### src/rtl/fifo_stream_reader.sv
// Consumer side of the synchronous FIFO: drives its read port and re-presents words as a valid/ready stream
// through a 2-entry buffer. Define FIFO_STREAM_READER_STATS_EN to add the words_out/stall_out counters.
module fifo_stream_reader #(
  parameter int unsigned WIDTH_BYTES = 4,
  parameter int unsigned SHOWAHEAD   = 0
) (
  input  logic                     clk,
  input  logic                     reset,
  input  logic                     fifo_empty_in,
  input  logic [WIDTH_BYTES*8-1:0] fifo_data_in,
  output logic                     fifo_read_out,
  output logic                     valid_out,
  output logic [WIDTH_BYTES*8-1:0] data_out,
  input  logic                     ready_in,
  input  logic                     clear_in,
  input  logic                     debugen_in
`ifdef FIFO_STREAM_READER_STATS_EN
  ,
  output logic [31:0]              words_out,
  output logic [31:0]              stall_out
`endif
);

  localparam int unsigned W = WIDTH_BYTES * 8;

  typedef enum logic [1:0] {
    EMPTY = 2'd0,
    ONE   = 2'd1,
    FULL2 = 2'd2
  } state_t;

  state_t       cnt_q, cnt_d;
  logic [W-1:0] buf_q [2];
  logic [W-1:0] buf_d [2];
  logic         head_q, head_d;
  logic         inflight_q, inflight_d;
  logic         valid_q, valid_d;
  logic [W-1:0] data_q, data_d;

  logic         pop;
  logic         capture;
  logic         slot;
  logic [2:0]   occ;
  logic [2:0]   cnt_sum;

  always_comb begin
    pop     = valid_q & ready_in;
    occ     = {1'b0, cnt_q} + {2'b00, inflight_q} - {2'b00, pop};
    fifo_read_out = !reset && !clear_in && !fifo_empty_in && (occ < 3'd2);

    if (SHOWAHEAD != 0) begin
      capture    = fifo_read_out;
      inflight_d = 1'b0;
    end else begin
      capture    = inflight_q & ~clear_in;
      inflight_d = fifo_read_out;
    end

    // Slot is the post-pop head plus the post-pop count, which reduces to head_q + cnt_q.
    slot    = head_q ^ cnt_q[0];
    cnt_sum = {1'b0, cnt_q} + {2'b00, capture} - {2'b00, pop};

    buf_d[0] = buf_q[0];
    buf_d[1] = buf_q[1];
    if (capture) begin
      buf_d[slot] = fifo_data_in;
    end
    head_d = head_q ^ pop;
    cnt_d  = state_t'(cnt_sum[1:0]);

    if (clear_in) begin
      cnt_d      = EMPTY;
      head_d     = 1'b0;
      inflight_d = 1'b0;
    end

    valid_d = (cnt_d != EMPTY);
    data_d  = buf_d[head_d];
  end

  always_ff @(posedge clk) begin
    if (reset) begin
      cnt_q      <= EMPTY;
      head_q     <= 1'b0;
      inflight_q <= 1'b0;
      valid_q    <= 1'b0;
      data_q     <= '0;
      buf_q[0]   <= '0;
      buf_q[1]   <= '0;
    end else begin
      cnt_q      <= cnt_d;
      head_q     <= head_d;
      inflight_q <= inflight_d;
      valid_q    <= valid_d;
      data_q     <= data_d;
      buf_q[0]   <= buf_d[0];
      buf_q[1]   <= buf_d[1];
    end
  end

  assign valid_out = valid_q;
  assign data_out  = data_q;

`ifdef FIFO_STREAM_READER_STATS_EN
  logic [31:0] words_q;
  logic [31:0] stall_q;

  always_ff @(posedge clk) begin
    if (reset || clear_in) begin
      words_q <= '0;
      stall_q <= '0;
    end else begin
      if (pop) begin
        words_q <= words_q + 32'd1;
      end
      if (valid_q && !ready_in) begin
        stall_q <= stall_q + 32'd1;
      end
    end
  end

  assign words_out = words_q;
  assign stall_out = stall_q;
`endif

`ifndef SYNTHESIS
  always_ff @(posedge clk) begin
    if (!reset && !clear_in && (cnt_sum > 3'd2)) begin
      $display("%m: reader buffer overflow");
      $finish;
    end
    if (debugen_in) begin
      $display("%m: rd=%b fdata=%h valid=%b ready=%b data=%h cnt=%0d",
               fifo_read_out, fifo_data_in, valid_q, ready_in, data_q, cnt_q);
    end
  end
`endif

endmodule
### config.mk
export PLATFORM = sky130hd
export DESIGN_NAME = fifo_stream_reader
export DESIGN_NICKNAME = d
export VERILOG_FILES = /design/src/rtl/fifo_stream_reader.sv
export SDC_FILE = /design/constraint.sdc
export NUM_CORES = 1
export LEC_CHECK = 0
export ABC_AREA = 1
export CAP_MARGIN = 20
export CORE_MARGIN = 2
export CORE_UTILIZATION = 45
export DETAILED_ROUTE_END_ITERATION = 10
export PLACE_DENSITY_LB_ADDON = 0.08
export SLEW_MARGIN = 20
export SYNTH_ARGS = -nofsm -noshare
export SYNTH_HDL_FRONTEND = slang
export SYNTH_SLANG_ARGS = --single-unit
### constraint.sdc
create_clock -name clk -period 2.3 [get_ports clk]
set_input_delay 0.46 -clock clk [delete_from_list [all_inputs] [get_ports clk]]
set_output_delay 0.46 -clock clk [all_outputs]
set_load 0.005 [all_outputs]
# After elaboration in Yosys (flattened, before gate mapping)
# Memories as Yosys holds them, arrays and structs flattened.
# Index checks and enable logic that the tools add are counted.
# totals
register_bits	37
mem_bits_rw	64
inputBits	38
out_inout_bits	34
elab_cells	46
memories	1
# memory_table
memory	depth	width	read_ports	rd_clocked_by_memory_dff	wr	line_no	text
buf_q	2	32	2	0	2	33	logic [W-1:0] buf_q [2];
# op_classes
add_sub_neg	4
magnitude_cmp	4
mux	14
n_bitwise	9
reduce_logical	9
# op_table
operator	count
32-bit 2-to-1 mux	6
64-bit bitwise mux	1
64-bit 2-to-1 mux	1
32-bit demux with 1-bit select	1
2-bit greater-or-equal comparator, second input constant	2
1-bit logical AND	4
1-bit 2-to-1 mux	4
1-bit NOT with 2-bit output	2
2-bit by 1-bit adder with 3-bit output	1
1-bit logical NOT	3
3-bit by 2-bit < comparator with 1-bit output, second input constant	1
3-bit by 1-bit subtractor with 3-bit output	1
2-bit by 1-bit adder with 2-bit output	1
1-bit bitwise AND	2
2-bit by 1-bit < comparator with 1-bit output, second input constant	1
2-bit 2-to-1 mux	1
1-bit OR	2
2-bit nonzero test	1
2-bit OR reduction	1
2-bit by 1-bit subtractor with 2-bit output	1
1-bit XOR	2
1-bit NOT	1

# Logic depth before layout (Yosys ltp)
# Gate-level depths: netlist (run 1).
# logic_depth
ltp_word	11
mapped_depth	12
depth_no_buf	10

# Worst setup path after synthesis (run 1)
# No wires, ideal clock.
# synth_path
path_kind	input port to output port
start	input ready_in
end	output fifo_read_out
arrival_ns	1.942
required_ns	1.840
slack_ns	-0.102
stages	7
path_buffers	0
cell_sequence	nand2_1 inv_1 ha_1 or2_2 fa_1 inv_1 nor4_1
# synth_via
elab_chain_len	4
# synth_lines
item	line_no	text
from (decl)	14	input logic ready_in,
1-bit bitwise AND	47	pop = valid_q & ready_in;
3-bit by 1-bit subtractor with 3-bit output	48	occ = {1'b0, cnt_q} + {2'b00, inflight_q} - {2'b00, pop};
3-bit by 2-bit < comparator with 1-bit output	49	fifo_read_out = !reset && !clear_in && !fifo_empty_in && (occ < 3'd2);
1-bit logical AND	49	
to (decl)	11	output logic fifo_read_out,
# Every way passes these cells.

# Final worst setup path (run 1)
# layout_path
start	register valid_q (netlist: valid_out)
end	output fifo_read_out
# layout_via
elab_chain_len	4
# layout_lines
item	line_no	text
from (decl)	37	logic valid_q, valid_d;
from (signal assigned)	94	valid_q <= valid_d;
1-bit bitwise AND	47	
3-bit by 1-bit subtractor with 3-bit output	48	
3-bit by 2-bit < comparator with 1-bit output	49	
1-bit logical AND	49	
# Every way passes these cells.

==> results_dict.tcl, run 1 <==
set metrics [dict create \
    cap_violations 0 \
    grt_overflow 0 \
    grt_pass1_wl_mm 15.7 \
    r2r_setup_slack_ps 430 \
    area_growth_pct 25.9 \
    place_congestion 0.830 \
    row_count 35 \
    worstHoldStart "buf_q[0][28]" \
    start_util_pct 45.8 \
    setup_viol 1 \
    synth.ff_latch_count 101 \
    grt_use_met2_pct 33.6 \
    power_mw 3.24 \
    yosysSeqAreaShare_pct 48.2 \
    use_met1_pct 24.5 \
    clkSinkCount 101 \
    ir_drop_mv 0.301 \
    worst_setup_path_start_kind "flop" \
    worstHoldPathType "flop to flop" \
    crit_chain "nand2_2 -> inv_2 -> ha_4 -> or2_4 -> fa_1 -> inv_2 -> nor4_2 -> buf_2" \
    drc 0 \
    cts_tree "done" \
    antenna_found_initial 0 \
    max_freq_mhz 388 \
    rr_endpoint "inflight_q" \
    setup_tns_ps -276 \
    grt_pass1_vias 3566 \
    clockBufferDepth 2 \
    syn_inst 595 \
    tightest_slew_ps 721 \
    clk_pin_slew_ps 100 \
    crit_family "adder cells" \
    period_needed_ps 2580 \
    finalHoldViolations 0 \
    io_pins 72 \
    cp.arrival_ps 2120 \
    layout_commonest_cell "nand2_1" \
    track_usage_pct 19.5 \
    dieHeight_um 101 \
    antenna_cells 0 \
    cts_buffers 9 \
    nets 712 \
    viasPerCell 4.86 \
    avgSynthCellArea_um2 7.05 \
    dieArea_um2 10100 \
    yosys_warnings 0 \
    end_kind "primary output" \
    grt_max_degree 65 \
    drtIter0Drc 163 \
    layout_common_cells "nand2_1 (205), dfxtp_1 (100), nand3_1 (99)" \
    vias 3822 \
    ys_types 20 \
    post-route-period-util_pct 112 \
    cellPowerDensity_nw_per_um2 614 \
    whs_path_depth 2 \
    crit_path_max_fanout 2 \
    core-area_um2 9150 \
    wl_per_cell_um 11.8 \
    crit_buf_inv 3 \
    setup_slack_ps -276 \
    violations "setup timing" \
    cp_slowest_cell "fa_1" \
    ant_nets 0 \
    min_to "buf_q[0][28]" \
    num-fill-cells 881 \
    use_met3_pct 3.33 \
    status "finished with violations" \
    design_area_um2 5280 \
    regArea_um2 2020 \
    reg2reg_depth 8 \
    htree_num_levels 3 \
    maxSlewViolCount 0 \
    place_hpwl_mm 5.90 \
    crit_path_frequent_cell "inv_2" \
    multi_input_area_um2 1710 \
    fp.dieW_um 101 \
    drive_gt1_share_pct 8.44 \
    dr.pass1.iters 4 \
    slowest_delay_ps 490 \
    placed_area_um2 5030 \
    cts-root-buf "clkbuf_8" \
    path_class "flop to primary output" \
    rsz0062_at_grt "yes" \
    slew_headroom_pct 51.9 \
    syn_nets 637 \
    required_ps 1840 \
    reg2reg_from "valid_out" \
    clkLatencyLatePin_ps 350 \
    syn_area_um2 4200 \
    busiest_layer "met2" \
    routed_wl_mm 9.26 \
    portBuffers 70 \
    fin_skew_ps 10.7 \
    p_leak_nw 2.59 \
]
[worst max-delay path by stage]
stage	cells after the start	slack [ps]	start	endpoint
floorplan	7	20	ready_in	fifo_read_out
CTS	8	-340	valid_out	fifo_read_out
global placement	9	-980	ready_in	fifo_read_out
global route	8	-400	valid_out	fifo_read_out
detailed placement	9	-1010	ready_in	fifo_read_out
finish	8	-280	valid_out	fifo_read_out
[cell usage after synthesis]
master / instances / area [µm²]
or2_2: 1 / 6.26
buf_6: 4 / 45.0
a21oi_1: 32 / 160
xor2_1: 1 / 8.76
nor2_4: 2 / 22.5
buf_2: 16 / 80.1
inv_1: 77 / 289
inv_2: 2 / 7.51
clkbuf_1: 7 / 26.3
nand2_2: 2 / 12.5
nor4_1: 2 / 12.5
fa_1: 1 / 20.0
xnor2_1: 1 / 8.76
ha_1: 3 / 37.5
nand3_1: 99 / 495
buf_4: 5 / 37.5
nand3_2: 1 / 10.0
nand2_1: 206 / 773
dfxtp_1: 101 / 2020
nor2_1: 32 / 120
[power by group]
part / switching (mW) / internal, mW / total [mW]
combinational: 0.132 / 0.122 / 0.253
sequential: 0.00746 / 1.78 / 1.78
clock: 0.593 / 0.614 / 1.21
total: 0.732 / 2.51 / 3.24
[final cells by class]
type / instances / area share (%)
well taps: 111 / 2.63
clock inverters: 6 / 1.66
inverters: 79 / 5.61
flip-flops and latches: 101 / 38.3
repair buffers: 96 / 17.0
clock buffers: 10 / 2.42
multi-input cells: 383 / 32.4
[cells by family after synthesis]
| logic type | count (synthesis) | share of synthesized area [%] |
|---|---|---|
| and+or+nand+nor | 345 | 34.6 |
| buffers and inverters | 111 | 11.6 |
| DFF | 101 | 48.2 |
| AOI/OAI and AO/OA | 32 | 3.82 |
| adders and majority gates | 4 | 1.37 |
| xor gates and xnor gates | 2 | 0.418 |
[tightest hold or removal path, delay by kind of cell, from the launching register on]
family	cells	cell delay (ps)
simple gates	1	70
flops	1	310
compound gates	1	60
[what timing repair did]
item / 4_1_cts / 5_1_grt
setup endpoints to repair: 1 / 1
cloned: 0 / 0
setup buffers: 3 / 1
resized for setup: 11 / 0
pin swaps: 5 / 1
hold buffers: 0 / 0
[per-layer routing]
metal	share of wire [%]	up-vias
li1	-	1978
met1	48	1751
met2	46	80
met3	3.9	13
met4	1.5	0
met5	0	-
[stage by stage]
stage | std cells | worst slack, ps | util, % | hold slack [ps]
detailed placement | 766 | -1010 | 54.9 | 461
global placement | 766 | -977 | 54.9 | 455
finish | 786 | -276 | 57.7 | 472
global route | 786 | -403 | 57.7 | 495
floorplan | 595 | 15.6 | - | 447
CTS | 785 | -340 | 57.6 | 475
[registers in the layout, summed over array words and instances, names as in the netlist]
| register | flops |
|---|---|
| data_out | 32 |
| inflight_q | 1 |
| valid_out | 1 |
| head_q | 1 |
| buf_q | 64 |
| cnt_q | 2 |
Note: power is estimated with default switching activity, not from simulation.
==> run 2, diff against run 1 <==
--- a/config.mk
+++ b/config.mk
@@ -11,6 +11,6 @@
 export CORE_UTILIZATION = 45
 export DETAILED_ROUTE_END_ITERATION = 10
-export PLACE_DENSITY_LB_ADDON = 0.08
-export SLEW_MARGIN = 20
+export PLACE_DENSITY = 0.73
+export SLEW_MARGIN = 5
 export SYNTH_ARGS = -nofsm -noshare
 export SYNTH_HDL_FRONTEND = slang
==> constraint.sdc (replaced) <==
create_clock -name clk -period 2.3 [get_ports clk]
set_input_delay 0.46 -clock clk [delete_from_list [all_inputs] [get_ports clk]]
set_output_delay 0.46 -clock clk [all_outputs]
set_load 0.05 [all_outputs]
==> run 2 against run 1 <==
Compared with the run above: hold slack better by 1.6 ps; fmax is 4.6% lower; the run still ends with setup timing left; largest power group unchanged; critical path depth stayed put; flip-flop and latch count unchanged.
==> results_dict.tcl, run 2 (same netlist as run 1, synthesis figures left out) <==
set metrics [dict create \
    status "finished with violations" \
    violations "setup timing" \
    grt_pass1_wl_mm 16.3 \
    dieHeight_um 101 \
    cp.arrival_ps 2240 \
    path_class "flop to primary output" \
    cap_violations 0 \
    regArea_um2 2030 \
    slowest_delay_ps 490 \
    cts_tree "done" \
    worstHoldPathType "flop to flop" \
    layout_common_cells "nand2_1 (205), dfxtp_1 (100), nand3_1 (99)" \
    grt_overflow 0 \
    setup_tns_ps -400 \
    setup_viol 1 \
    crit_chain "nand2_8 -> inv_4 -> ha_4 -> or2_4 -> fa_1 -> inv_2 -> nor4_4 -> buf_12" \
    wl_per_cell_um 11.8 \
    dr.pass1.iters 4 \
    whs_path_depth 2 \
    crit_buf_inv 3 \
    viasPerCell 4.86 \
    antenna_cells 0 \
    fp.dieW_um 101 \
    io_pins 72 \
    largest_register "buf_q" \
    dieArea_um2 10100 \
    required_ps 1840 \
    tightest_slew_ps 693 \
    finalHoldViolations 0 \
    cellPowerDensity_nw_per_um2 610 \
    grt_max_degree 65 \
    grt_pass1_vias 3770 \
    ant_nets 0 \
    p_leak_nw 2.54 \
    rsz0062_at_grt "yes" \
    clockBufferDepth 2 \
    place_congestion 0.774 \
    period_needed_ps 2700 \
    num-fill-cells 827 \
    drtIter0Drc 222 \
    dp_cells 761 \
    clkLatencyLatePin_ps 350 \
    worst_setup_path_start_kind "flop" \
    clk_pin_slew_ps 100 \
    reg2reg_depth 7 \
    setup_slack_ps -400 \
    cts-root-buf "clkbuf_8" \
    cp_slowest_cell "fa_1" \
    antenna_found_initial 0 \
    cts_buffers 9 \
    routed_wl_mm 9.18 \
    maxSlewViolCount 0 \
    fin_skew_ps 9.92 \
    layout_commonest_cell "nand2_1" \
    fin_cells 778 \
    crit_family "adder cells" \
    path_depth 8 \
    largest_reg_flops 64 \
    portBuffers 70 \
    row_count 35 \
    nets 705 \
    start_util_pct 45.8 \
    core-area_um2 9150 \
    drc 0 \
    multi_input_area_um2 1740 \
    ir_drop_mv 0.376 \
    track_usage_pct 19.7 \
    post-route-period-util_pct 117 \
    drive_gt1_share_pct 7.80 \
    crit_path_max_fanout 2 \
    max_freq_mhz 370 \
    clkSinkCount 101 \
    slew_headroom_pct 53.8 \
    postCtsHoldBufs 0 \
    place_hpwl_mm 6.16 \
    vias 3780 \
    htree_num_levels 3 \
    area_growth_pct 25.2 \
    end_kind "primary output" \
]
==> run 2: layout make-up <==
class | instances | area share (%)
inverters | 79 | 5.69
well taps | 111 | 2.64
clock buffers | 10 | 2.62
flip-flops and latches | 101 | 38.6
repair buffers | 89 | 16.2
clock inverters | 5 | 1.14
multi-input cells | 383 | 33.2
==> run 2: worst min-delay path: cells and delay by family (launching register included) <==
kind / cells / cell delay [ps]
AO/OA/AOI/OAI: 1 / 60
AND/OR/NAND/NOR: 1 / 70
flip-flops: 1 / 310
==> run 2: worst paths after layout <==
check                     from       endpoint  slack (ps)
setup / recovery     valid_out  fifo_read_out        -400
hold reg to reg   buf_q[0][22]   buf_q[0][22]         470
hold / removal    buf_q[0][22]   buf_q[0][22]         470
setup reg to reg     valid_out     inflight_q         500
==> run 2: per-layer routing <==
metal	GRT usage [%]	vias up	wire length, µm
met5	0	-	0
met4	7.38	0	92
met3	4.09	12	487
met2	33.7	96	4480
met1	24.4	1706	4120
li1	-	1966	-
==> run 2: where the power goes <==
part / internal (mW) / switching, mW
combinational: 0.120 / 0.179
sequential: 1.77 / 0.00833
clock: 0.531 / 0.593
total: 2.43 / 0.781
==> run 2: timing repair <==
item / in CTS / in global routing
setup endpoints to repair: 1 / 1
hold endpoints to repair: 0 / 0
pin swaps: 3 / 0
resized for setup: 5 / 1
buffers inserted: 2 / 0
==> run 2: metrics by stage <==
| stage | area (µm²) | hold slack [ps] | util (%) | worst slack [ps] | power, mW |
|---|---|---|---|---|---|
| 2_1_floorplan | 4230 | 447 | - | -389 | 1.99 |
| 3_3_place_gp | 5020 | 456 | 54.8 | -811 | 2.11 |
| 3_5_place_dp | 5020 | 462 | 54.8 | -825 | 2.12 |
| 4_1_cts | 5250 | 477 | 57.3 | -410 | 3.24 |
| 5_1_grt | 5250 | 497 | 57.4 | -487 | 3.35 |
| 6_report | 5250 | 473 | 57.4 | -400 | 3.21 |
